$ cat src/rtl/avl_arb_pkg.sv
// Shared types and helpers for the round-robin Avalon arbiter.
package avl_arb_pkg;

   typedef enum logic [1:0] {
      ST_IDLE  = 2'd0,
      ST_BUSY  = 2'd1,
      ST_ABORT = 2'd2
   } arbState_e;

   // Read data returned to a master whose transfer was aborted is all ones;
   // this is the fill bit replicated to the data width.
   localparam logic ABORT_RD_FILL = 1'b1;

   function automatic int unsigned rrNext(input int unsigned idx, input int unsigned num);
      return (idx + 32'd1 >= num) ? 32'd0 : idx + 32'd1;
   endfunction

endpackage

$ cat src/rtl/avl_rr_pick.sv
// Rotating priority encoder: first requester after last_i, wrapping modulo pNUM.
module avl_rr_pick
   import avl_arb_pkg::*;
#(
   parameter int pNUM       = 2,
   parameter int pIDX_WIDTH = $clog2(pNUM)
) (
   input  logic [pNUM-1:0]       req_i,
   input  logic [pIDX_WIDTH-1:0] last_i,
   output logic [pIDX_WIDTH-1:0] next_o,
   output logic                  found_o
);

   always_comb begin
      int unsigned idx;
      next_o  = last_i;
      found_o = 1'b0;
      idx     = rrNext(32'(last_i), pNUM);
      for (int k = 0; k < pNUM; k++) begin
         if (!found_o && req_i[idx[pIDX_WIDTH-1:0]]) begin
            found_o = 1'b1;
            next_o  = idx[pIDX_WIDTH-1:0];
         end
         idx = rrNext(idx, pNUM);
      end
   end

endmodule

$ cat src/rtl/avl_arbiter_rr.sv
// Round-robin arbiter sharing one Avalon-style slave port among pNUM masters,
// with a one-cycle bubble between grants and an optional stall timeout.
module avl_arbiter_rr
   import avl_arb_pkg::*;
#(
   parameter int  pNUM        = 2,
   parameter int  pADDR_WIDTH = 8,
   parameter int  pDATA_WIDTH = 32,
   parameter int  pTIMEOUT    = 256,
   localparam int IW          = $clog2(pNUM)
) (
   input  logic                        avl_clock,
   input  logic                        avl_rst_n,
   input  logic [pNUM*pADDR_WIDTH-1:0] s_avl_addr,
   input  logic [pNUM-1:0]             s_avl_wrena,
   input  logic [pNUM*pDATA_WIDTH-1:0] s_avl_wrdata,
   input  logic [pNUM-1:0]             s_avl_rdena,
   output logic [pDATA_WIDTH-1:0]      s_avl_rddata,
   output logic [pNUM-1:0]             s_avl_wrq,
   output logic [pADDR_WIDTH-1:0]      m_avl_addr,
   output logic                        m_avl_wrena,
   output logic [pDATA_WIDTH-1:0]      m_avl_wrdata,
   output logic                        m_avl_rdena,
   input  logic [pDATA_WIDTH-1:0]      m_avl_rddata,
   input  logic                        m_avl_wrq,
   output logic [IW-1:0]               grant_idx,
   output logic                        grant_vld,
   output logic                        tmo_pulse
);

   localparam int            TW       = (pTIMEOUT > 1) ? $clog2(pTIMEOUT) : 1;
   localparam logic [TW-1:0] TMO_LAST = TW'((pTIMEOUT > 0) ? pTIMEOUT - 1 : 0);

   arbState_e                state_q, state_d;
   logic [IW-1:0]            grant_q, grant_d;
   logic [TW-1:0]            tmoCnt_q, tmoCnt_d;

   logic [pNUM-1:0]          req;
   logic [IW-1:0]            pickIdx;
   logic                     pickFound;
   logic                     selWr;
   logic                     selRd;
   logic                     selReq;
   logic [pADDR_WIDTH-1:0]   selAddr;
   logic [pDATA_WIDTH-1:0]   selData;
   logic                     timeoutHit;

   assign req        = s_avl_wrena | s_avl_rdena;
   assign selWr      = s_avl_wrena[grant_q];
   assign selRd      = s_avl_rdena[grant_q];
   assign selReq     = req[grant_q];
   assign selAddr    = s_avl_addr[grant_q*pADDR_WIDTH +: pADDR_WIDTH];
   assign selData    = s_avl_wrdata[grant_q*pDATA_WIDTH +: pDATA_WIDTH];
   assign timeoutHit = (pTIMEOUT != 0) && (tmoCnt_q == TMO_LAST) && m_avl_wrq;

   avl_rr_pick #(
      .pNUM       (pNUM),
      .pIDX_WIDTH (IW)
   ) u_pick (
      .req_i   (req),
      .last_i  (grant_q),
      .next_o  (pickIdx),
      .found_o (pickFound)
   );

   always_ff @(posedge avl_clock or negedge avl_rst_n) begin
      if (!avl_rst_n) begin
         state_q  <= ST_IDLE;
         grant_q  <= IW'(pNUM - 1);
         tmoCnt_q <= '0;
      end else begin
         state_q  <= state_d;
         grant_q  <= grant_d;
         tmoCnt_q <= tmoCnt_d;
      end
   end

   // A dropped request ends the grant silently; the counter only survives stalled BUSY cycles.
   always_comb begin
      state_d  = state_q;
      grant_d  = grant_q;
      tmoCnt_d = '0;
      case (state_q)
         ST_IDLE: begin
            if (pickFound) begin
               grant_d = pickIdx;
               state_d = ST_BUSY;
            end
         end
         ST_BUSY: begin
            if (!selReq || !m_avl_wrq) begin
               state_d = ST_IDLE;
            end else if (timeoutHit) begin
               state_d = ST_ABORT;
            end else begin
               tmoCnt_d = tmoCnt_q + 1'b1;
            end
         end
         ST_ABORT: state_d = ST_IDLE;
         default:  state_d = ST_IDLE;
      endcase
   end

   always_comb begin
      m_avl_addr   = '0;
      m_avl_wrdata = '0;
      m_avl_wrena  = 1'b0;
      m_avl_rdena  = 1'b0;
      s_avl_wrq    = '1;
      s_avl_rddata = m_avl_rddata;
      grant_vld    = 1'b0;
      tmo_pulse    = 1'b0;
      case (state_q)
         ST_BUSY: begin
            m_avl_addr         = selAddr;
            m_avl_wrdata       = selData;
            m_avl_wrena        = selWr;
            m_avl_rdena        = selRd & ~selWr;
            s_avl_wrq[grant_q] = m_avl_wrq;
            grant_vld          = 1'b1;
         end
         ST_ABORT: begin
            s_avl_wrq[grant_q] = 1'b0;
            s_avl_rddata       = {pDATA_WIDTH{ABORT_RD_FILL}};
            tmo_pulse          = 1'b1;
         end
         default: ;
      endcase
   end

   assign grant_idx = grant_q;

endmodule

$ cat config.mk
export PLATFORM = sky130hd
export DESIGN_NAME = avl_arbiter_rr
export DESIGN_NICKNAME = d
export VERILOG_FILES = /design/src/rtl/avl_arb_pkg.sv /design/src/rtl/avl_rr_pick.sv /design/src/rtl/avl_arbiter_rr.sv
export SDC_FILE = /design/constraint.sdc
export NUM_CORES = 1
export LEC_CHECK = 0
export ABC_AREA = 0
export CORE_UTILIZATION = 28
export DETAILED_ROUTE_END_ITERATION = 16
export PLACE_DENSITY = 0.88
export SLEW_MARGIN = 20
export SYNTH_ARGS = -nofsm -noshare
export SYNTH_HDL_FRONTEND = slang
export SYNTH_SLANG_ARGS = --single-unit
$ cat constraint.sdc
create_clock -name avl_clock -period 2.6 [get_ports avl_clock]
set_input_delay 0.26 -clock avl_clock [delete_from_list [all_inputs] [get_ports avl_clock]]
set_output_delay 0.26 -clock avl_clock [all_outputs]
set_load 0.05 [all_outputs]
== Yosys cells after proc, flatten, opt, wreduce, memory -nomap -nowiden ==
Cells that the tools add are included.
Storage, ports and cells
  output and inout port bits: 79
  RAM bits: 0
  memories: 0
  latch bits: 0
  register bits after elaboration: 11
  memory bits (read-only): 0
Operators by class
  div/mod/pow operators: 0
  bitwise logic cells: 5
  multiply operators: 0
  reduce and logical (&&, ||, !) cells: 11
  add/sub/neg operators: 3
  shifts and indexed selects: 2
  eq/ne operators: 5
  magnitude comparators: 6
  mux-type cells: 33
Operators with widths (number)
  2-to-1 mux 32 bit: 3
  indexed part select 64 x 7 -> 32 bit: 1
  adder 32 x 1 -> 32 bit (second input constant): 1
  >= comparator 32 x 2 -> 1 bit (second input constant): 1
  2-to-1 mux 8 bit: 4
  2-to-1 mux 1 bit: 20
  indexed part select 16 x 5 -> 8 bit: 1
  adder 8 x 1 -> 8 bit (second input constant): 1
  equality test 8 bit (second input constant): 1
  one-hot mux 2 bit (2 select lines): 2
  less-than comparator 1 x 2 -> 1 bit (second input constant): 3
  2-to-1 mux 2 bit: 3
  bitwise OR 2 bit: 2
  logical AND 1 bit: 3
  logical NOT 1 bit: 3
  != test 3 bit (second input constant): 1
  AND reduction 3 bit: 1
  adder 1 x 1 -> 2 bit (second input constant): 1
  equality test 2 x 1 -> 1 bit (second input constant): 1
  equality test 2 bit (second input constant): 1
  >= comparator 2 bit (second input constant): 1
  logical NOT 2 bit: 1
  != test 2 bit (second input constant): 1
  inverter 2 bit: 1
  other kinds (7): 7

== Depth between registers and ports, before layout ==
Gate-level depths: netlist of the first run.
  word-level depth: 12
  gate-level depth with buffers: 8
  mapped depth without buffers: 6

== By module ==
From an unflattened synthesis of the first run, not the netlist that was laid out.
Unflattened totals
  cell total of the unflattened synthesis: 191
  area total of the unflattened synthesis: 1562.7 µm²
By module, submodules not included
  avl_arbiter_rr: instances 1, area each 1547.7 µm², cells each 188
  avl_rr_pick: instances 1, area each 15.0 µm², cells each 3

== Worst setup path after synthesis of the first run ==
No wires, ideal clock.
  kind: reg2out
  start: register state_q[1]
  end: output port s_avl_wrq[0]
  cell stages (with the launch flop): 6
  path slack: -23 ps
  data required time: 2340 ps
  arrival time: 2363 ps
  path through: dfrtp_1 > inv_1 > ha_1 > buf_2 > a21oi_1 > o21ai_0
On the way
  cells in the longest elaborated chain, start to end: 2
  elaborated cells between the ends (all ways): 3
Ends and longest elaborated chain
  from (decl): line avl_arbiter_rr.sv:34  | arbState_e state_q, state_d;
  from (signal assigned): line avl_arbiter_rr.sv:72  | state_q <= state_d;
  equality test 2 bit / equality test 2 x 1 -> 1 bit (equally long branches): line avl_arbiter_rr.sv:113  | case (state_q)
  one-hot mux 2 bit (2 select lines) *: line avl_arbiter_rr.sv:113
  to (decl): line avl_arbiter_rr.sv:19  | output logic [pNUM-1:0] s_avl_wrq,
Every way passes the cells marked *; elsewhere a longest branch is shown, timed or not.

== Worst setup path in the final report of the first run ==
  start: register grant_q, in the netlist grant_idx
  end: output port m_avl_rdena
On the way
  cells in the longest elaborated chain, start to end: 5
  elaborated cells between the ends (all ways): 7
Ends and longest elaborated chain
  from (decl): line avl_arbiter_rr.sv:35  | logic [IW-1:0] grant_q, grant_d;
  from (signal assigned): line avl_arbiter_rr.sv:69  | grant_q <= IW'(pNUM - 1);
  from (signal assigned): line avl_arbiter_rr.sv:73  | grant_q <= grant_d;
  2-to-1 mux 1 bit (implied by the code) (2 in series): line avl_arbiter_rr.sv:49  | assign selWr = s_avl_wrena[grant_q];
  inverter 1 bit: line avl_arbiter_rr.sv:118  | m_avl_rdena = selRd & ~selWr;
  bitwise AND 1 bit *: line avl_arbiter_rr.sv:118
  2-to-1 mux 1 bit *: line avl_arbiter_rr.sv:113
  to (decl): line avl_arbiter_rr.sv:23  | output logic m_avl_rdena,
Every way passes the cells marked *; elsewhere a longest branch is shown, timed or not. The select of a mux whose other input is x is not followed.

==> results of run 1 <==
[state kept, by name, summed over array words and instances (netlist names)]
register / cells
tmoCnt_q: 8
state_q: 2
grant_idx: 1
[Yosys cell counts]
cell type	instances	area (µm²)
or2_1	1	6.26
dfstp_2	1	26.3
buf_2	3	15.0
nand3_1	5	25.0
nor2b_1	41	257
xor2_1	3	26.3
a22oi_1	1	7.51
nand2_1	2	7.51
inv_1	5	18.8
mux2_1	1	11.3
buf_1	1	3.75
ha_1	5	62.6
a21boi_0	1	7.51
o21ai_0	5	25.0
o21ai_1	1	5.00
clkbuf_1	7	26.3
or2_2	32	200
and3_1	4	25.0
nand3b_1	1	7.51
nor2_1	12	45.0
a211o_1	1	8.76
dfrtp_1	10	250
xnor2_1	3	26.3
a21oi_1	2	10.0
mux2i_1	41	410
buf_4	3	22.5
nor3_1	1	5.00
[power by group through the flow]
stage	combinational, mW	sequential, mW	clock (mW)
after floorplan	2.38	0.255	0
after global placement	4.26	0.239	0
after detailed placement	4.31	0.244	0
after CTS	4.32	0.241	0.177
after global routing	4.46	0.248	0.186
final	4.30	0.241	0.172
[critical path, cell delays in order (launching register included)]
cell,delay [ns]
dfstp_2,0.63
buf_4,0.32
nand3b_1,0.15
a21boi_1,0.25
buf_12,0.18
[path summary, 6_finish.rpt]
check                                  startpoint                endpoint  slack, ns  cells past startpoint
setup reg to reg           state_q[1]$_DFFE_PN0P_  state_q[0]$_DFFE_PN0P_       0.65                      7
hold reg to reg             tmoCnt_q[0]$_DFF_PN0_   tmoCnt_q[0]$_DFF_PN0_       0.45                      1
min in group avl_clock      tmoCnt_q[0]$_DFF_PN0_   tmoCnt_q[0]$_DFF_PN0_       0.45                      1
setup / recovery            grant_idx$_DFFE_PN1P_             m_avl_rdena       0.57                      4
max in group asynchronous               avl_rst_n   grant_idx$_DFFE_PN1P_       1.91                      1
hold / removal                          avl_rst_n   tmoCnt_q[5]$_DFF_PN0_       0.34                      1
[cell type report]
cell class / count / area (µm²) / area share, %
clock buffers: 4 / 45.0 / 1.13
inverters: 5 / 18.8 / 0.471
multi-input cells: 163 / 1180 / 29.5
flip-flops and latches: 11 / 277 / 6.93
well taps: 70 / 87.6 / 2.20
repair buffers: 203 / 2380 / 59.7
[per-layer routing]
metal,global-route usage [%],vias to the layer above,wire [µm]
li1,-,1018,-
met1,28.0,949,2890
met2,46.9,86,3950
met3,7.54,20,535
met4,9.62,0,248
met5,0,-,0
[kinds of logic (layout without fill, tap and decap cells)]
| family | after synthesis | in the layout | synth area share (%) |
|---|---|---|---|
| XOR/XNOR | 6 | 6 | 3.41 |
| adder cells (fa/ha/maj) | 5 | 5 | 4.06 |
| flip-flops | 11 | 11 | 17.9 |
| AO/OA/AOI/OAI | 11 | 11 | 4.14 |
| buffers and inverters | 19 | 212 | 5.60 |
| AND/OR/NAND/NOR | 99 | 99 | 37.5 |
| multiplexers | 42 | 42 | 27.4 |
==> qor.txt, run 1 <==
status = completed
Leak Pwr = 1.78 nW
chip width = 76.2 µm
first-pass GRT wire length = 11.7 mm
Via density = 4.55
fin crit period = 2.03 ns
Distinct cells, synth = 27
CP Max Fanout = 17
cell count after synthesis = 193
synthesized area = 1540 µm²
Max Cap Violations = 0
Int Power = 2.22 mW
largest net degree at the start of global routing = 36
worst setup path class = flip-flop to output port
final setup margin = 0.572 ns
pwr/cell area = 1180 nW/µm²
post-route insts no fill = 456
Fin Hold WS = 0.343 ns
Synth Net Count = 317
sequential fraction of design power = 5.1%
Startpoint Class = flip-flop
Peak VDD IR = 643 µV
Resize count post-CTS = 0
commonest non-fill, non-tap cell in the layout = clkdlybuf4s50_1
DR pass1 iterations = 4
Final Max Tran Viols = 0
Iter 0 DRT Violations = 53
gr usage total = 25.7%
Max Freq = 0.493 GHz
Hold Path Class = primary input to async pin
logic gate share of total power = 91.2%
core footprint = 5200 µm²
clk root buf = clkbuf_8
Tot Pwr = 4.71 mW
skew final = 0.00903 ns
design area = 3990 µm²
Die H = 76.2 µm
relative slew slack = 68.2%
register area share after synthesis = 17.9%
Clock transition at path regs = 0.05 ns
Die Footprint = 5810 µm²
Std-Cell Rows = 26
Sink Count = 11
setup TNS = 0 ns
share of post-route cells with drive strength above 1 = 31.3%
final WL = 7.63 mm
Num CTS Buffers = 3
CP arrival = 1.77 ns
worst-margin pin slew = 0.476 ns
total setup buffers inserted after CTS = 0
DP HPWL = 6.53 mm
CTS max path bufs = 2
hold-fix buffers at CTS = 0
Syn Area/Cell = 7.99 µm²
# setup viols final = 0
WL/cell = 16.7 µm
register bit total from synthesis = 11
period utilization = 78.0%
Initial Util = 29.6%
initial antenna violation count = 0
FILL cells = 355
Remaining Overflow, GRT = 0
Area after DPL = 3940 µm²
P&R area growth vs syn = 159%
Crit. End Element = output port
P_sw = 2.49 mW
Final Util = 76.6%
H-tree depth = 1
clock share of power = 3.7%
sw frac = 52.8%
insertion delay to the later sink of the worst-skew pair = 0.24 ns
vias in the first global route = 2,078
CTS tree = done
RePlAce Congestion = 0.803
Ports = 198
WP data required = 2.34 ns
cell count after placement = 452
Layout Nets = 511
RSZ-0062 raised after global routing = false
Hold Fails Final Rpt = 0
Yosys Warn Count = 0
I/O Buffers = 197
Setup WS pre-CTS = 0.651 ns
antenna-violating nets left = 0
antenna fix cells = 0
DRC errors left = 0
vias = 2,073
commonest non-fill, non-tap cells in the layout = clkdlybuf4s50_1, buf_12, mux2i_1, nor2b_1, buf_4
Note: power is estimated with default switching activity, not from simulation.
==> run 2: changes to the inputs <==
Settings changed: CORE_UTILIZATION 28 to 26, PLACE_DENSITY 0.88 to 0.82.
Clock period 2.6 ns to 2 ns, I/O delays scaled along.
==> qor.txt, run 2 (synthesis results as in run 1) <==
commonest non-fill, non-tap cells in the layout = clkdlybuf4s50_1, buf_12, mux2i_1 (was clkdlybuf4s50_1, buf_12, mux2i_1, nor2b_1, buf_4)
worst-margin pin slew = 0.519 ns (was 0.476 ns)
CP arrival = 1.67 ns (was 1.77 ns)
RSZ-0062 raised after global routing = false (unchanged)
Remaining Overflow, GRT = 0 (unchanged)
H-tree depth = 1 (unchanged)
r2r startpoint = state_q[1]$_DFFE_PN0P_ (unchanged)
P_sw = 3.49 mW (was 2.49 mW)
Clock transition at path regs = 0.05 ns (about the same)
RePlAce Congestion = 0.849 (was 0.803)
CTS tree = done (unchanged)
worst setup path class = flip-flop to output port (unchanged)
I/O Buffers = 197 (unchanged)
DP HPWL = 6.82 mm (was 6.53 mm)
reg-to-reg endpoint = state_q[0]$_DFFE_PN0P_ (unchanged)
largest net degree at the start of global routing = 36 (unchanged)
crit path cell chain = buf_12 -> mux2i_1 -> nor2b_4 -> buf_12 (was buf_4 -> nand3b_1 -> a21boi_1 -> buf_12)
pwr/cell area = 1510 nW/µm² (was 1180 nW/µm²)
antenna fix cells = 0 (unchanged)
setup TNS = 0 ns (unchanged)
vias in the first global route = 2,244 (was 2,078)
max FFs per register = 8 (unchanged)
slowest CP cell = dfstp_2 (unchanged)
Max Freq = 0.535 GHz
logic gate share of total power = 92.4% (was 91.2%)
Worst R2R Path Depth = 6 (was 7)
sequential fraction of design power = 4.4% (was 5.1%)
hold-fix buffers at CTS = 0 (unchanged)
final WL = 7.88 mm (was 7.63 mm)
Max Cap Violations = 0 (unchanged)
Initial Util = 27.5% (was 29.6%)
max incr delay on CP = 0.61 ns (was 0.63 ns)
Critical Path Most Common Cell = buf_12
Via density = 4.74 (was 4.55)
Hold Fails Final Rpt = 0 (unchanged)
Die Footprint = 6240 µm² (was 5810 µm²)
Num CTS Buffers = 3 (unchanged)
sw frac = 49.7% (was 52.8%)
Crit. End Element = output port (unchanged)
CTS max path bufs = 2 (unchanged)
Int Power = 3.52 mW (was 2.22 mW)
vias = 2,166 (was 2,073)
Peak VDD IR = 1130 µV (was 643 µV)
commonest non-fill, non-tap cell in the layout = clkdlybuf4s50_1 (unchanged)
total setup buffers inserted after CTS = 0 (unchanged)
DRC errors left = 0 (unchanged)
status = completed (unchanged)
core footprint = 5610 µm² (was 5200 µm²)
Startpoint Class = flip-flop (unchanged)
Leak Pwr = 2.03 nW (was 1.78 nW)
chip width = 79 µm (was 76.2 µm)
Die H = 79 µm (was 76.2 µm)
relative slew slack = 65.3% (was 68.2%)
share of post-route cells with drive strength above 1 = 42.6% (was 31.3%)
Tot Pwr = 7.01 mW (was 4.71 mW)
clock share of power = 3.2% (was 3.7%)
initial antenna violation count = 0 (unchanged)
DR pass1 iterations = 4 (unchanged)
P&R area growth vs syn = 201% (was 159%)
first-pass GRT wire length = 11.6 mm (was 11.7 mm)
fin crit period = 1.87 ns
Largest Register = tmoCnt_q (unchanged)
Layout Nets = 510 (was 511)
Ports = 198 (unchanged)
CP Max Fanout = 27 (was 17)
period utilization = 93.4%
WP data required = 1.80 ns (was 2.34 ns)
clk root buf = clkbuf_8 (unchanged)
Fin Hold WS = 0.309 ns (was 0.343 ns)
Std-Cell Rows = 27 (was 26)
Hold Path Class = primary input to async pin (unchanged)
Iter 0 DRT Violations = 44 (was 53)
antenna-violating nets left = 0 (unchanged)
# setup viols final = 0 (unchanged)
gr usage total = 24.8% (was 25.7%)
FF-to-FF setup slack = 0.23 ns (was 0.65 ns)
WL/cell = 17.2 µm (was 16.7 µm)
insertion delay to the later sink of the worst-skew pair = 0.24 ns (about the same)
Final Max Tran Viols = 0 (unchanged)
Sink Count = 11 (unchanged)
skew final = 0.00329 ns (was 0.00903 ns)
[run 2: changes by cell type in the layout (fill, tap and decap cells not counted), moves of 2 or more]
cell and change:
nor2b_2 +22, nor2b_4 +18, o21ai_1 -2, nor2b_1 -40, buf_12 +35, o21ai_2 +2
buf_4 -38
[run 2: layer usage]
layer | GRT usage (%) | routed length, µm | up-vias
li1 | - | - | 1021
met1 | 21.9 | 2410 | 977
met2 | 48.4 | 4250 | 138
met3 | 8.74 | 786 | 30
met4 | 13.3 | 433 | 0
met5 | 0 | 0 | -
[run 2: worst max path at each step]
stage / startpoint / cells after the start / end / slack (ns)
floorplan: grant_idx$_DFFE_PN1P_ / 3 / s_avl_wrq[0] / -0.11
detailed placement: s_avl_wrena[1] / 5 / state_q[0]$_DFFE_PN0P_ / 0.19
global placement: s_avl_wrena[1] / 5 / state_q[0]$_DFFE_PN0P_ / 0.24
finish: grant_idx$_DFFE_PN1P_ / 4 / m_avl_addr[1] / 0.13
global route: state_q[1]$_DFFE_PN0P_ / 6 / s_avl_wrq[0] / 0.03
CTS: state_q[1]$_DFFE_PN0P_ / 6 / s_avl_wrq[0] / 0.004
[run 2: worst max-delay path: cells and delay by family (launching register included)]
kind / cells / cell delay (ns)
multiplexers: 1 / 0.34
AND/OR/NAND/NOR: 1 / 0.08
buffers and inverters: 2 / 0.39
flip-flops: 1 / 0.61
[run 2: power by group through the flow]
| stage | combinational, mW | clock [mW] | sequential (mW) |
|---|---|---|---|
| floorplan | 3.46 | 0 | 0.332 |
| global placement | 6.37 | 0 | 0.309 |
| CTS | 6.48 | 0.223 | 0.310 |
| detailed placement | 6.46 | 0 | 0.314 |
| global route | 6.69 | 0.240 | 0.314 |
| finish | 6.48 | 0.222 | 0.310 |
[run 2: cell type report]
| cell class | count | area (µm²) |
|---|---|---|
| flip-flops and latches | 11 | 277 |
| inverters | 5 | 18.8 |
| clock buffers | 4 | 45.0 |
| repair buffers | 202 | 2820 |
| well taps | 72 | 90.1 |
| multi-input cells | 163 | 1380 |
| fillers | 316 | 971 |
[run 2: what timing repair did]
action | 4_1_cts | 5_1_grt
hold endpoints to repair | 0 | 0
setup endpoints to repair | 0 | 24
resized for setup | 0 | 4
[run 2: stage by stage]
stage               setup slack, ns  instance area [µm²]  std cells  util (%)
floorplan                    -0.114                 1740        193         -
global route                 0.0277                 4640        457      82.7
global placement              0.236                 4580        453      81.6
finish                        0.132                 4640        457      82.7
detailed placement            0.186                 4580        453      81.6
CTS                         0.00421                 4620        457      82.4
